[src/rtl/x_stream_gen.sv]
// x_stream_gen: buffers (data, len) words in a small FIFO and serializes each
// one MSB-first onto a registered bit stream feeding a sequence machine.
//
// Ports:
//   CLK         rising-edge clock
//   RESET       asynchronous active-low reset
//   load_valid  producer offers {load_data, load_len} this cycle
//   load_data   word to serialize
//   load_len    bits to send: 1..7 literal, 0 means 8
//   load_ready  buffer has room (registered, derived from buffer count)
//   x           serial bit, IDLE_X when nothing is sent
//   x_valid     x carries a payload bit
//   word_done   pulse coincident with bit 0 of a word
//   busy        shifter active or buffer non-empty
//   bit_count   payload bits sent, modulo 256
module x_stream_gen #(
  parameter int unsigned DEPTH  = 2,
  parameter logic        IDLE_X = 1'b0
) (
  input  logic       CLK,
  input  logic       RESET,
  input  logic       load_valid,
  input  logic [7:0] load_data,
  input  logic [2:0] load_len,
  output logic       load_ready,
  output logic       x,
  output logic       x_valid,
  output logic       word_done,
  output logic       busy,
  output logic [7:0] bit_count
);

  localparam int unsigned PTR_W = (DEPTH > 1) ? $clog2(DEPTH) : 1;
  localparam int unsigned CNT_W = $clog2(DEPTH + 1);

  typedef struct packed {
    logic [7:0] data;
    logic [2:0] len;
  } entry_t;

  typedef enum logic {
    IDLE  = 1'b0,
    SHIFT = 1'b1
  } state_t;

  entry_t           mem [DEPTH];
  logic [PTR_W-1:0] wr_ptr;
  logic [PTR_W-1:0] rd_ptr;
  logic [CNT_W-1:0] count;
  logic [CNT_W-1:0] count_nxt;
  state_t           state;
  state_t           state_nxt;
  logic [7:0]       cur_data;
  logic [7:0]       cur_data_nxt;
  logic [2:0]       idx;
  logic [2:0]       idx_nxt;
  logic [2:0]       idx_dec;
  logic             x_nxt;
  logic             x_valid_nxt;
  logic             word_done_nxt;
  logic             busy_nxt;
  logic             push;
  logic             pop;
  entry_t           head;
  logic [2:0]       head_idx;

  // Pointer advance with wrap for non-power-of-two depths
  function automatic logic [PTR_W-1:0] ptr_inc(input logic [PTR_W-1:0] p);
    return (p == PTR_W'(DEPTH - 1)) ? '0 : p + PTR_W'(1);
  endfunction

  assign head     = mem[rd_ptr];
  // len 0 wraps to index 7, so len-1 is the MSB index for every length
  assign head_idx = head.len - 3'd1;
  assign idx_dec  = idx - 3'd1;
  assign push     = load_valid && load_ready;
  // Pop when idle, or on the edge that ends bit 0 of the current word
  assign pop      = (count != '0) && ((state == IDLE) || (idx == 3'd0));

  // State register
  always_ff @(posedge CLK or negedge RESET) begin
    if (!RESET) state <= IDLE;
    else        state <= state_nxt;
  end

  // Next-state logic
  always_comb begin
    state_nxt = state;
    case (state)
      IDLE:    if (count != '0) state_nxt = SHIFT;
      SHIFT:   if ((idx == 3'd0) && (count == '0)) state_nxt = IDLE;
      default: state_nxt = IDLE;
    endcase
  end

  // Output / datapath next values
  always_comb begin
    x_nxt         = IDLE_X;
    x_valid_nxt   = 1'b0;
    word_done_nxt = 1'b0;
    idx_nxt       = idx;
    cur_data_nxt  = cur_data;
    if (pop) begin
      cur_data_nxt  = head.data;
      idx_nxt       = head_idx;
      x_nxt         = head.data[head_idx];
      x_valid_nxt   = 1'b1;
      word_done_nxt = (head_idx == 3'd0);
    end else if ((state == SHIFT) && (idx != 3'd0)) begin
      idx_nxt       = idx_dec;
      x_nxt         = cur_data[idx_dec];
      x_valid_nxt   = 1'b1;
      word_done_nxt = (idx_dec == 3'd0);
    end
  end

  // Buffer occupancy
  always_comb begin
    count_nxt = count;
    if (push && !pop)      count_nxt = count + CNT_W'(1);
    else if (!push && pop) count_nxt = count - CNT_W'(1);
  end

  assign busy_nxt = (state_nxt == SHIFT) || (count_nxt != '0);

  // Buffer storage (contents need no reset; occupancy is tracked by count)
  always_ff @(posedge CLK) begin
    if (push) mem[wr_ptr] <= '{data: load_data, len: load_len};
  end

  // Registered datapath and outputs
  always_ff @(posedge CLK or negedge RESET) begin
    if (!RESET) begin
      wr_ptr     <= '0;
      rd_ptr     <= '0;
      count      <= '0;
      cur_data   <= '0;
      idx        <= '0;
      x          <= IDLE_X;
      x_valid    <= 1'b0;
      word_done  <= 1'b0;
      bit_count  <= '0;
      load_ready <= 1'b1;
      busy       <= 1'b0;
    end else begin
      if (push) wr_ptr <= ptr_inc(wr_ptr);
      if (pop)  rd_ptr <= ptr_inc(rd_ptr);
      count      <= count_nxt;
      cur_data   <= cur_data_nxt;
      idx        <= idx_nxt;
      x          <= x_nxt;
      x_valid    <= x_valid_nxt;
      word_done  <= word_done_nxt;
      bit_count  <= bit_count + {7'd0, x_valid};
      load_ready <= (count_nxt < CNT_W'(DEPTH));
      busy       <= busy_nxt;
    end
  end

endmodule

[config.mk]
export PLATFORM = sky130hd
export DESIGN_NAME = x_stream_gen
export DESIGN_NICKNAME = d
export VERILOG_FILES = /design/src/rtl/x_stream_gen.sv
export SDC_FILE = /design/constraint.sdc
export NUM_CORES = 1
export LEC_CHECK = 0
export ABC_CLOCK_PERIOD_IN_PS = 1700
export CORE_ASPECT_RATIO = 0.75
export CORE_UTILIZATION = 49
export DETAILED_ROUTE_END_ITERATION = 10
export GPL_TIMING_DRIVEN = 0
export PLACE_DENSITY_LB_ADDON = 0.1
export SETUP_SLACK_MARGIN = 0.15
export SYNTH_ARGS = -nofsm -noshare
export SYNTH_HDL_FRONTEND = slang
export SYNTH_SLANG_ARGS = --single-unit
[constraint.sdc]
create_clock -name CLK -period 1.7 [get_ports CLK]
set_input_delay 0.34 -clock CLK [delete_from_list [all_inputs] [get_ports CLK]]
set_output_delay 0.34 -clock CLK [all_outputs]
set_load 0.02 [all_outputs]
======== After elaboration in Yosys (flattened, before gate mapping) ========
Memory sizes are Yosys's and may differ from the RTL's.
Cells that the tools add are included.
operators by class
  reductions and logical operators ........ 18
  $lt $le $gt $ge ......................... 3
  add/sub/neg operators ................... 7
  bitwise operators ....................... 1
  muxes and demuxes ....................... 21
operators by type and width
  kind                                                                          count
  1-bit 2-to-1 mux                                                              14
  3-bit logical NOT                                                             3
  8-bit by 1-bit adder with 8-bit output                                        1
  3-bit by 4-bit less-than comparator with 1-bit output, second input constant  2
  1-bit binary-select mux with 3-bit select                                     2
  1-bit logical AND                                                             6
  3-bit 2-to-1 mux                                                              2
  2-bit nonzero test                                                            3
  3-bit by 1-bit subtractor with 3-bit output, second input constant            2
  2-bit 2-to-1 mux                                                              2
  3-bit nonzero test                                                            1
  1-bit adder, second input constant                                            2
  2-bit by 1-bit adder with 2-bit output, second input constant                 1
  1-bit logical NOT                                                             2
  2-bit logical NOT                                                             1
  1-bit logical OR                                                              2
  2-bit less-than comparator, second input constant                             1
  1-bit case mux with 2 select lines                                            1
  2-bit by 1-bit subtractor with 2-bit output, second input constant            1
  1-bit inverter                                                                1
storage, ports and cells
  register bits ........................... 29
  output and inout bits ................... 13
  input port bits ......................... 14
  memories kept ........................... 1
  logic and storage cells ................. 63
  memory bits (writable) .................. 22
memories
  memory  words  width  read ports  clocked after Yosys merged registers in  write ports  RTL line  text
  mem     2      11     1           0                                        1            46        entry_t mem [DEPTH];

======== Longest topological paths before layout ========
Gate-level depths: netlist (run 1).
  depth in word-level cells ............... 8
  gate-level depth with buffers ........... 9

======== Worst setup path after synthesis (run 1) ========
OpenSTA, ideal clock, no wires.
  path type ............................... register -> register
  start ................................... register idx[0]
  end ..................................... register x
  buffers on the path ..................... 2
  cell stages (with the launch flop) ...... 10
  arrival ................................. 1714 ps
  required time ........................... 1570 ps
  clock period less this slack ............ 1845 ps
  path slack .............................. -145 ps
  cell sequence ........................... dfrtp_1 inv_1 ha_1 ha_1 nand2b_1 clkbuf_1 nand2b_1 clkbuf_1 inv_1 o2bb2ai_1
on the way
  cells in the longest elaborated chain, start to end .. 5
  elaborated cells between the ends (all ways) .. 10
  those cells by class .................... add/sub (1); mux (4); reduce/logical (5)
ends and longest elaborated chain
  element                                      RTL line  text
  start: declaration                           55        logic [2:0] idx;
  start signal: assignment                     150       idx <= idx_nxt;
  3-bit by 1-bit subtractor with 3-bit output  75        assign idx_dec = idx - 3'd1;
  1-bit binary-select mux with 3-bit select    111       x_nxt = cur_data[idx_dec];
  1-bit 2-to-1 mux (not written as such)       111
  1-bit 2-to-1 mux                             109       end else if ((state == SHIFT) && (idx != 3'd0)) begin
  1-bit 2-to-1 mux (*)                         103       if (pop) begin
  via x_nxt                                    58        logic x_nxt;
  end signal: assignment                       151       x <= x_nxt;
  end: declaration                             26        output logic x,
The timed path passes the listed nets; every way through them passes the cells marked *. The select of a mux whose other input is x is not followed.
A chain may end at the register's enable or synchronous reset.

======== Worst setup path in the final report (run 1) ========
  start ................................... register rd_ptr
  end ..................................... register x
on the way
  cells in the longest elaborated chain, start to end .. 5
ends and longest elaborated chain
  element                                        RTL line  text
  start: declaration                             48        logic [PTR_W-1:0] rd_ptr;
  start signal: assignment                       147       if (pop) rd_ptr <= ptr_inc(rd_ptr);
  memory read 2 x 11 bit (*)                     -
  3-bit by 1-bit subtractor with 3-bit output    74        assign head_idx = head.len - 3'd1;
  1-bit binary-select mux with 3-bit select (*)  106       x_nxt = head.data[head_idx];
  1-bit 2-to-1 mux (not written as such) (*)     106
  1-bit 2-to-1 mux (*)                           103
  via x_nxt                                      58
Marks and branches as above.

==> results of run 1 <==
-- flip-flops by register name (all words and copies together) (netlist names), 2 cells and up --
register,cells
mem,22
idx,3
cur_data,8
count,2
bit_count,8
-- logic make-up (layout without fill, tap and decap cells) --
logic type | Yosys count | count (layout) | synth area share [%]
flops | 51 | 51 | 64.4
simple gates | 30 | 30 | 6.56
mux | 21 | 21 | 12.7
compound gates | 16 | 16 | 4.29
buf+inv | 13 | 61 | 2.61
xor+xnor | 11 | 11 | 4.82
fa+ha+maj | 8 | 8 | 4.64
-- Yosys cell counts, drive strengths merged --
cell      n  area share, %
nand3     5            1.2
nor2b     1           0.29
o21ai     9            2.1
o21bai    1           0.35
nand3b    1           0.35
o2bb2ai   1           0.41
nor2      3           0.52
nor3      3           0.70
mux2i    15            7.0
dfstp     1            1.2
edfxtp   22             31
nand2    12            2.1
and3      3           0.87
inv       8            1.4
mux2      2            1.2
o221ai    1           0.41
a21oi     3           0.70
xnor2     8            3.6
buf       1           0.52
a211oi    1           0.35
nand2b    2           0.58
xor2      3            1.2
ha        8            4.6
dfrtp    28             33
mux4      4            4.5
clkbuf    4           0.70
-- power by group through the flow --
stage | clock [mW] | combinational, mW | sequential [mW]
after floorplan | 0 | 1.48 | 2.15
after global placement | 0 | 2.19 | 2.01
after detailed placement | 0 | 2.26 | 2.05
after CTS | 0.854 | 2.48 | 2.01
after global routing | 0.922 | 3.21 | 2.07
final | 0.852 | 2.97 | 2.02
-- layer usage --
| metal | global-route usage [%] | vias up |
|---|---|---|
| li1 | - | 625 |
| met1 | 23.0 | 663 |
| met2 | 31.9 | 39 |
| met3 | 6.31 | 0 |
| met4 | 4.50 | 0 |
| met5 | 0 | - |
-- final cells by class --
type,count,share of cell area [%]
sequential,51,48.1
multi-input combinational,86,29.4
timing repair buffer,40,12.9
clock buffer,6,2.51
tap,55,2.38
buffer,5,2.21
clock inverter,2,1.34
inverter,8,1.13
-- worst max-delay path: stages (launching register included) --
cell and delay, ps:
dfrtp_1 440, buf_6 150, buf_4 180, mux2i_1 150, mux4_2 480, mux2i_1 140, o2bb2ai_1 150
-- metrics by stage --
stage / utilization, % / total power, mW / cell area [µm²]
floorplan: - / 3.63 / 2200
global route: 69.9 / 6.20 / 2890
finish: 69.9 / 5.84 / 2890
detailed placement: 61.3 / 4.30 / 2530
global placement: 61.3 / 4.20 / 2530
CTS: 66.2 / 5.34 / 2730
-- timing repair --
item                                    CTS  global route
gates cloned                              2             0
resized for setup                        28            27
endpoints found under the setup margin   41            28
setup buffers                             5             7
pin swaps                                 1             6
hold buffers                              0             0
-- how the worst min path moves through the flow --
stage,start,end,slack [ps],cells past startpoint
2_1_floorplan,RESET,bit_count[0]$_DFF_PN0_,40,0
5_1_grt,RESET,cur_data[6]$_DFFE_PN0P_,70,1
3_5_place_dp,cur_data[5]$_DFFE_PN0P_,cur_data[5]$_DFFE_PN0P_,470,2
6_report,RESET,wr_ptr$_DFFE_PN0P_,50,1
4_1_cts,RESET,cur_data[2]$_DFFE_PN0P_,450,1
3_3_place_gp,cur_data[6]$_DFFE_PN0P_,cur_data[6]$_DFFE_PN0P_,460,2
==> impl_metrics.yaml, run 1 <==
route:
  drt-pass1-iter-count: 4
  drc: 0
  dr_wl_met2_mm: 1.97
  postRouteAntennaNets: 0
  via_count: 1327
  routed_wirelength_mm: 3.86
  dr_wl_met3_um: 199
  wl_met1_mm: 1.69
  vias_per_cell: 5.25
  drt_iter0_drc: 54
  wl_per_cell_um: 15.3
  top_layer: "met3"
logic_synthesis:
  ys_seq_area_share_pct: 64.4
  ys_ff_latch: 51
  yosys.cell_types.count: 31
  synth.avg_cell_area_um2: 14.4
  syn_area_um2: 2160
  synth_fp_nets: 172
  yosysWarnings: 0
  synthCells: 150
timing:
  finalSetupViolations: 1
  rsz0062_at_grt: "true"
  finalMaxSlewViolations: 0
  max_freq_mhz: 561
  min_period_ps: 1780
  finClkSkew_ps: 7.16
  timing.final.crit_share_pct: 105
  setup_ws_ps: -81.8
  hold_slack_ps: 47.9
  slew_headroom_pct: 57.7
  finalHoldViolations: 0
  fin_tns_setup_ps: -81.8
  tightest_slew_ps: 634
cts:
  cts_made_buffers: 5
  path_clk_slew_ps: 100
  cts.sinks: 51
  clk_latency_ps: 300
  cts_root_buf: "clkbuf_8"
  cts_buffer_depth: 2
  cts_tree: "yes"
  h-tree-depth: 2
floorplanning:
  die_h_um: 59.4
  rows: 20
  die_area_um2: 4670
  io_pins: 27
  start_util_pct: 52.2
  core_um2: 4130
  dieWidth_um: 78.6
placement:
  dp.cells: 231
  gp_congestion: 0.728
  dp_hpwl_mm: 2.40
  post-place-ws_ps: -244
  io_buffers: 26
pwr:
  pwr-share-seq_pct: 34.6
  vdd_drop_max_mv: 1.05
  p_clk_share_pct: 14.6
  leakagePower_nw: 1.23
  p_sw_mw: 2.09
  p_per_area_nw_per_um2: 2020
  pwr-share-comb_pct: 50.8
  internal-power_mw: 3.74
  switching_share_pct: 35.8
finish:
  drive_gt1_share_pct: 28.3
  fill_cells: 289
  multi_input_area_um2: 850
  antenna_cells: 0
  layout.nets: 219
  fin_cells: 253
  seq_area_um2: 1390
  final_common_cell: "dfrtp_1"
  layout_common_cells: "dfrtp_1 (27), edfxtp_1 (22), mux2i_1 (13)"
  area_delta_synth_final_pct: 34.0
grt:
  grt_usage_pct: 18.6
  grt_pass1_vias: 1328
  grt-ovfl-total: 0
  grt_pass1_wl_mm: 6.29
  grt_antenna_before_repair: 0
  grt_max_degree: 30
min_path:
  hold_path.class: "input port to async pin"
outcome:
  status: "finished with violations"
  violations: "setup timing"
critical_path:
  startpoint: "rd_ptr$_DFFE_PN0P_"
  rrSetupSlack_ps: -80
  critPathRequiredTime_ps: 1920
  timing.rr.start: "rd_ptr$_DFFE_PN0P_"
  arrival_ps: 2000
  timing.rr.end: "x$_DFF_PN0_"
  crit_type: "flip-flop to flip-flop"
  critPathCaptureType: "flip-flop"
  crit_fanout: 9
  r2r_cells: 6
  endpoint: "x$_DFF_PN0_"
  critPathLaunchType: "flip-flop"
flow_run:
  cap_violations: 0
Power figures use the tool's default switching activity.
==> inputs of run 2 (changes only) <==
HOLD_SLACK_MARGIN = 0.15   (was default)
SLEW_MARGIN = 25   (was default)
==> run 2 against run 1 <==
The flow still finishes with violations (setup timing). First-iteration DRC count rose by 24%. Final cell count rose by 0.40%. Die area did not move. Worst hold slack improved by 440 ps. Via count barely moved. Non-clock buffer count rose by 1. Clock power barely moved. Sequential share of layout area fell by 0.17 points. Sequential power barely moved. Critical endpoint unchanged. Highest routed layer unchanged.
==> impl_metrics.yaml, run 2 (synthesis gave the netlist of run 1 again) <==
outcome:
  status: "finished with violations"
  violations: "setup timing"
critical_path:
  crit_path_max_incr_delay_ps: 480
  critPathCaptureType: "flip-flop"
  crit_type: "flip-flop to flip-flop"
  critPathRequiredTime_ps: 1920
  path_cells: "buf_6 -> buf_4 -> mux2i_1 -> mux4_2 -> mux2i_1 -> o2bb2ai_1"
  crit_slowest_cell: "mux4_2"
  critical-path-top-delay-family: "multiplexers"
  startpoint: "rd_ptr$_DFFE_PN0P_"
  crit_buf_inv: 2
  arrival_ps: 2000
  crit_fanout: 9
  crit_top_cell: "mux2i_1"
  critPathLaunchType: "flip-flop"
  timing.rr.start: "rd_ptr$_DFFE_PN0P_"
pwr:
  leakagePower_nw: 1.23
  pwr-share-seq_pct: 34.6
  fin_total_pwr_mw: 5.83
  p_per_area_nw_per_um2: 2010
  vdd_drop_max_mv: 1.05
  p_sw_mw: 2.09
  p_clk_share_pct: 14.6
  switching_share_pct: 35.8
  internal-power_mw: 3.74
  pwr-share-comb_pct: 50.8
placement:
  gp_congestion: 0.728
  dp_hpwl_mm: 2.40
  post-place-ws_ps: -244
  io_buffers: 26
timing:
  rsz0062_at_grt: "true"
  slew_headroom_pct: 58.0
  max_freq_mhz: 562
  timing.final.crit_share_pct: 105
  finalSetupViolations: 1
  tightest_slew_ps: 630
  finalHoldViolations: 0
  setup_ws_ps: -80.5
  finalMaxSlewViolations: 0
  finClkSkew_ps: 6.15
  min_period_ps: 1780
finish:
  largest_reg_flops: 22
  layout_common_cells: "dfrtp_1 (27), edfxtp_1 (22), mux2i_1 (13)"
  antenna_cells: 0
  layout.nets: 220
  fill_cells: 287
  top_register: "mem"
  seq_area_um2: 1390
  final_common_cell: "dfrtp_1"
  area_delta_synth_final_pct: 34.4
  largestRegisters: "mem (22), bit_count (8), cur_data (8)"
  drive_gt1_share_pct: 28.1
  multi_input_area_um2: 850
floorplanning:
  die_area_um2: 4670
  core_um2: 4130
  die_h_um: 59.4
  io_pins: 27
  rows: 20
  start_util_pct: 52.2
  dieWidth_um: 78.6
cts:
  cts_tree: "yes"
  cts_buffer_depth: 2
  path_clk_slew_ps: 90
  cts_made_buffers: 5
  h-tree-depth: 2
  cts_root_buf: "clkbuf_8"
  cts.sinks: 51
  clk_latency_ps: 300
route:
  drt_iter0_drc: 67
  postRouteAntennaNets: 0
  vias_per_cell: 5.23
  drt-pass1-iter-count: 4
  drc: 0
  via_count: 1328
  wl_per_cell_um: 15.2
  routed_wirelength_mm: 3.87
min_path:
  hold_path.class: "flip-flop to flip-flop"
  hp-start: "bit_count[7]$_DFF_PN0_"
flow_run:
  cap_violations: 0
grt:
  grt_pass1_wl_mm: 6.29
  grt_antenna_before_repair: 0
  grt_usage_pct: 18.6
  grt-ovfl-total: 0
  grt_max_degree: 30
  grt_pass1_vias: 1329
==> run 2: worst paths after layout <==
check | end | cells after the start | slack [ps]
setup reg to reg | x$_DFF_PN0_ | 6 | -80
hold reg to reg | bit_count[7]$_DFF_PN0_ | 1 | 490
setup / recovery | x$_DFF_PN0_ | 6 | -80
hold / removal | bit_count[7]$_DFF_PN0_ | 1 | 490
min in group asynchronous | busy$_DFF_PN0_ | 2 | 580
max in group asynchronous | idx[0]$_DFFE_PN0P_ | 2 | 660
==> run 2: final cells by class <==
type / instances / area share (%)
Buffer: 5 / 2.20
Clock buffer: 6 / 2.50
Clock inverter: 2 / 1.34
Inverter: 8 / 1.12
Multi-Input combinational cell: 86 / 29.3
Sequential cell: 51 / 47.9
Tap cell: 55 / 2.37
Timing Repair Buffer: 41 / 13.2
==> run 2: what timing repair did <==
item                       CTS  global route
cloned                       2             0
hold buffers                 1             0
resized for setup           27            27
setup endpoints to repair   41            28
pin swaps                    1             6
setup buffers                5             7
hold endpoints to repair    28             0
==> run 2: through the flow <==
stage | area (µm²) | util (%) | hold slack [ps] | TNS (ps) | instances
finish | 2900 | 70.2 | 490 | -80.5 | 254
global route | 2900 | 70.2 | 519 | -214 | 254
CTS | 2740 | 66.4 | 494 | -90.3 | 247
detailed placement | 2530 | 61.2 | 395 | -3340 | 231
global placement | 2530 | 61.3 | 458 | -5870 | 231
floorplan | 2200 | - | 44.4 | -3.38 | 150
==> run 2: power by group through the flow <==
| stage | logic (mW) | clock network (mW) | registers (mW) |
|---|---|---|---|
| global placement | 2.19 | 0 | 2.01 |
| detailed placement | 2.26 | 0 | 2.05 |
| global route | 3.22 | 0.922 | 2.07 |
| floorplan | 1.48 | 0 | 2.15 |
| finish | 2.96 | 0.850 | 2.02 |
| CTS | 2.48 | 0.854 | 2.01 |
==> run 2: metal layers <==
layer / global-route usage, % / share of wire, % / vias up
li1: - / - / 628
met1: 23.0 / 44 / 661
met2: 31.9 / 51 / 39
met3: 6.31 / 5.5 / 0
met4: 4.50 / 0 / 0
met5: 0 / 0 / -
==> run 2: worst reg2reg max path, stage by stage (launching register included) <==
cell and delay, ps:
dfrtp_1 440, buf_6 150, buf_4 190, mux2i_1 160, mux4_2 480, mux2i_1 140
o2bb2ai_1 150
==> RTL edit 1 (config.mk and constraints of run 2) <==
The parameter `IDLE_X` goes from 1'b0 to 1'b1.
--- a/src/rtl/x_stream_gen.sv
+++ b/src/rtl/x_stream_gen.sv
@@ -15,7 +15,7 @@
 //   bit_count   payload bits sent, modulo 256
 module x_stream_gen #(
   parameter int unsigned DEPTH  = 2,
-  parameter logic        IDLE_X = 1'b0
+  parameter logic        IDLE_X = 1'b1
 ) (
   input  logic       CLK,
   input  logic       RESET,
Behaviour: not the same (a bounded check fails within 4 cycles, from zero or initial values and one cycle with RESET low).
==> RTL edit 1 against run 2 <==
Sequential cell count did not move. Highest routed layer is now met4. Largest cell class unchanged. Largest power group unchanged. Setup slack worse by 0.29 ns. Utilization is 1.7 points higher. Wire length up 2.1%. Total power is 4.0% higher. Final area rose by 2.4%. Worst hold slack lost 0.022 ns. The run still ends with negative setup slack left. Area after synthesis shrank 0.17%.
==> RTL edit 1: results (changes against run 2) <==
syn nets - 171 (-0.58%)
failing checks - negative setup slack
register area - 1390 um2 (about the same)
drt wl/cell - 15.31 um (+0.56%)
final worst slack - -0.3664 ns (-0.2859 ns)
Slew HR - 0.5726 (-0.007228)
proportion of layout cells with a drive suffix above 1 - 0.3842 (+0.1028)
Signal buffers - 51 (+11%)
sequential share of the synthesized area - 0.6453 (+0.001704)
dpl cells - 230 (-0.43%)
signal buffers share of area - 0.1598 (+0.005636)
top cells by area, synth - dfrtp_1, edfxtp_1, mux2i_1
num sequential - 51 (unchanged)
DR iter-0 viols - 58 (-13%)
Reg2Reg Launch Point - rd_ptr
clk cell area share - 0.02993 (-0.008496)
synthesized area per cell - 14.44 um2 (+0.50%)
power per cell area - 2044 nW/um2 (+1.6%)
top cells by count, synth - dfrtp_1, edfxtp_1, mux2i_1
P_leak - 1.210 nW (-2.0%)
Post-synth EDFFs - 22 (unchanged)
fill cell count - 291 (+1.4%)
worst setup path endpoint - x
crit path max fanout - 3 (-6)
Die Span X - 78.53 um (about the same)
Setup Slack @ Placement - -0.4961 ns (-0.2521 ns)
count of different cell masters after synthesis - 29 (-6.5%)
CP max stage delay - 0.50 ns (+0.02 ns)
first-pass GRT wire length - 6354 um (+0.99%)
Worst Skew - 0.008643 ns (+0.002489 ns)
HPWL after DPL - 2471 um (+2.8%)
biggest regs - mem x22, bit_count x8, cur_data x8
gpl congestion - 0.7282 (about the same)
maximum VDD drop - 836.3 uV (-20%)
nonclk inv count - 6 (-2)
fraction of area in multi-input gates - 0.3111 (+0.01795)
clock network power - 0.692 mW (-19%)
final hold slack - 0.4685 ns (-0.02178 ns)
DP Area - 2540 um2 (+0.50%)
design area - 2968 um2 (+2.4%)
Seq pwr share - 0.341 (-0.005)
switching share of power - 0.3712 (+0.01333)
setup TNS - -0.3664 ns (-0.2859 ns)
number of global-route vias before repair - 1349 (+1.5%)
crit path DAT - 2.29 ns (+0.29 ns)
count of multi-input gates - 87 (+1.2%)
outcome - finished with violations
area fraction of the dominant cell type after synthesis - 0.3140 (-0.01106)
Post-CTS Setup Inserts - 8 (+3)
Total Routing Usage GR - 0.1873 (+0.001256)
drt total wl - 3951 um (+2.1%)
H-tree depth - 2 (unchanged)
Vias/cell - 5.143 (-1.6%)
Nets - 224 (+1.8%)
Reg2Reg Depth - 6 (unchanged)
Final setup viols - 1 (unchanged)
==> RTL edit 1: critical path, delay by kind of cell (launching register included) <==
kind	cells	cell delay, ns
AOI/OAI and AO/OA	1	0.12
adders and majority gates	1	0.30
buffers and inverters	1	0.15
DFF	1	0.44
muxes	3	0.97
==> RTL edit 1: cell families after synthesis <==
group                      count (synthesis)  synth area share
xor gates and xnor gates                  11           0.04477
AOI/OAI and AO/OA                         16           0.04477
muxes                                     21            0.1279
adders and majority gates                  8           0.04651
buffers and inverters                     11           0.02325
and+or+nand+nor                           31           0.06744
DFF                                       51            0.6453
==> RTL edit 1: layer usage <==
| metal | track usage | part of all wire |
|---|---|---|
| met2 | 0.3168 | 0.51 |
| met1 | 0.2422 | 0.44 |
| met4 | 0.05556 | 0.0063 |
| met3 | 0.04769 | 0.041 |
| met5 | 0 | 0 |
==> RTL edit 2 (settings of run 2) <==
Made on the original files. Register the output `bit_count` once more, with the module's reset; this adds one clock of latency there. The other outputs are not delayed to match.
--- a/src/rtl/x_stream_gen.sv
+++ b/src/rtl/x_stream_gen.sv
@@ -42,6 +42,8 @@
     IDLE  = 1'b0,
     SHIFT = 1'b1
   } state_t;
+
+  logic [7:0] bit_count_s0;
 
   entry_t           mem [DEPTH];
   logic [PTR_W-1:0] wr_ptr;
@@ -139,7 +141,7 @@
       x          <= IDLE_X;
       x_valid    <= 1'b0;
       word_done  <= 1'b0;
-      bit_count  <= '0;
+      bit_count_s0 <= '0;
       load_ready <= 1'b1;
       busy       <= 1'b0;
     end else begin
@@ -151,11 +153,19 @@
       x          <= x_nxt;
       x_valid    <= x_valid_nxt;
       word_done  <= word_done_nxt;
-      bit_count  <= bit_count + {7'd0, x_valid};
+      bit_count_s0 <= bit_count_s0 + {7'd0, x_valid};
       load_ready <= (count_nxt < CNT_W'(DEPTH));
       busy       <= busy_nxt;
     end
   end
 
+  always_ff @(posedge CLK or negedge RESET) begin
+    if (!RESET) begin
+      bit_count <= '0;
+    end else begin
+      bit_count <= bit_count_s0;
+    end
+  end
+
 endmodule
 
Behaviour: not the same (Yosys sat finds a counterexample within 4 cycles, from zero or initial values and one cycle with RESET low).
==> RTL edit 2 against run 2 <==
Clock power rose by 58%. Cell count grew 7.5%. Largest power group unchanged. Combinational power shrank 9.5%. Via count is 4.8% higher. Critical path type unchanged. The flow still finishes with violations (negative setup slack). Sequential cell count rose by 8. Wire length grew 13%. Setup slack got worse by 0.031 ns. Total power rose by 7.6%. Final area up 9.6%. Area after synthesis grew 9.5%. Die area increased by 9.2%.
==> RTL edit 2: results (changes against run 2) <==
outcome - finished with violations
failing checks - negative setup slack
Final setup viols - 1 (unchanged)
drt wl/cell - 15.97 um (+4.9%)
max reg flops - 22 (unchanged)
gpl congestion - 0.7285 (about the same)
slowest CP cell - dfrtp_1
DP Area - 2773 um2 (+9.7%)
Vias/cell - 5.099 (-2.5%)
root buf cell - clkbuf_8
count of different cell masters after synthesis - 32 (+3.2%)
Reg with most FFs - mem
cts bufs inserted - 9 (+4)
CP max stage delay - 0.41 ns (-0.07 ns)
crit path max fanout - 3 (-6)
Worst-Skew Late Latency - 0.34 ns (+0.04 ns)
P_leak - 1.357 nW (+9.9%)
final worst slack - -0.1119 ns (-0.03142 ns)
dpl cells - 243 (+5.2%)
Hold Path Class - reg2reg
sequential share of the synthesized area - 0.6729 (+0.02921)
DR iter-0 viols - 46 (-31%)
Nets - 233 (+5.9%)
proportion of layout cells with a drive suffix above 1 - 0.2685 (-0.01289)
Total Routing Usage GR - 0.1980 (+0.01198)
initial antenna violation count - 0 (unchanged)
first-pass GRT wire length - 6927 um (+10%)
top cells by area, synth - dfrtp_1, edfxtp_1, mux2i_1
crit path DAT - 2.06 ns (+0.06 ns)
Post-synth ARST share - 0.6271 (+0.05849)
TritonRoute pass-1 iters - 4 (unchanged)
pin count of the biggest net entering global routing - 21 (-30%)
Worst Skew - 0.009415 ns (+0.003261 ns)
maximum VDD drop - 1028 uV (-1.8%)
syn nets - 181 (+5.2%)
Slew HR - 0.6334 (+0.05360)
clock transition at the registers of the reported paths - 0.07 ns (-0.02 ns)
HPWL after DPL - 2838 um (+18%)
synthesized area per cell - 14.84 um2 (+3.3%)
H-tree depth - 3 (+1)
top cells by count, synth - dfrtp_1, edfxtp_1, mux2i_1
Cell Count, Final, Fillers Out - 273 (+7.5%)
CTS Buffer Depth - 2 (unchanged)
number of global-route vias before repair - 1451 (+9.2%)
RTL edit 2: metal layers:
metal / global-route usage / vias up / share of wire
met5: 0 / - / 0
met4: 0.06579 / 0 / 0.0087
met3: 0.09706 / 6 / 0.046
met2: 0.2800 / 26 / 0.50
met1: 0.2665 / 686 / 0.45
li1: - / 674 / -
RTL edit 2: logic make-up (layout without fill, tap and decap cells):
| group | count (synthesis) | in the layout | share of synthesized area |
|---|---|---|---|
| xor+xnor | 11 | 11 | 0.04401 |
| simple gates | 30 | 30 | 0.05991 |
| compound gates | 18 | 18 | 0.04560 |
| flops | 59 | 59 | 0.6729 |
| fa+ha+maj | 8 | 8 | 0.04242 |
| buf+inv | 13 | 70 | 0.02386 |
| mux | 20 | 20 | 0.1113 |
RTL edit 2: cell type report:
class,instances,area (um2)
buffer,5,63.81
sequential,59,1589
inverter,8,32.53
clock inverter,5,77.57
multi-input combinational,87,835.8
timing repair buffer,41,374.1
fill,320,1370
clock buffer,11,131.4
tap,57,71.32
RTL edit 2: repair_timing:
item	4_1_cts	5_1_grt
pin swaps	1	4
resized for setup	20	26
setup endpoints to repair	31	29
hold buffers	1	0
endpoints found under the hold margin	18	0
buffers inserted	5	8
RTL edit 2: final timing paths:
kind / from / end / slack [ns] / cells past startpoint
setup / recovery: rd_ptr / x / -0.11 / 7
setup reg to reg: rd_ptr / x / -0.11 / 7
hold / removal: bit_count_s0[0] / bit_count[0] / 0.39 / 0
hold reg to reg: bit_count_s0[0] / bit_count[0] / 0.39 / 0
max in group asynchronous: RESET / idx[0] / 0.73 / 3
min in group asynchronous: RESET / bit_count_s0[3] / 0.50 / 2
RTL edit 2: power by group:
part           total (mW)  internal (mW)  switching [mW]
clock network        1.34          0.820           0.522
registers            2.26           1.99           0.267
logic                2.68           1.37            1.31
total                6.28           4.18            2.10
RTL edit 2: stage by stage:
stage / setup WS (ns) / power, mW / utilization / setup TNS, ns / hold slack (ns)
finish: -0.1119 / 6.278 / 0.6986 / -0.1119 / 0.3860
floorplan: 0.003055 / 3.787 / - / 0 / 0.04441
CTS: -0.1457 / 5.882 / 0.6647 / -0.1457 / 0.3876
detailed placement: -0.2889 / 4.466 / 0.6100 / -3.020 / 0.3311
global placement: -0.4849 / 4.342 / 0.6050 / -19.39 / 0.3670
global route: -0.1625 / 6.636 / 0.6986 / -0.2509 / 0.3977
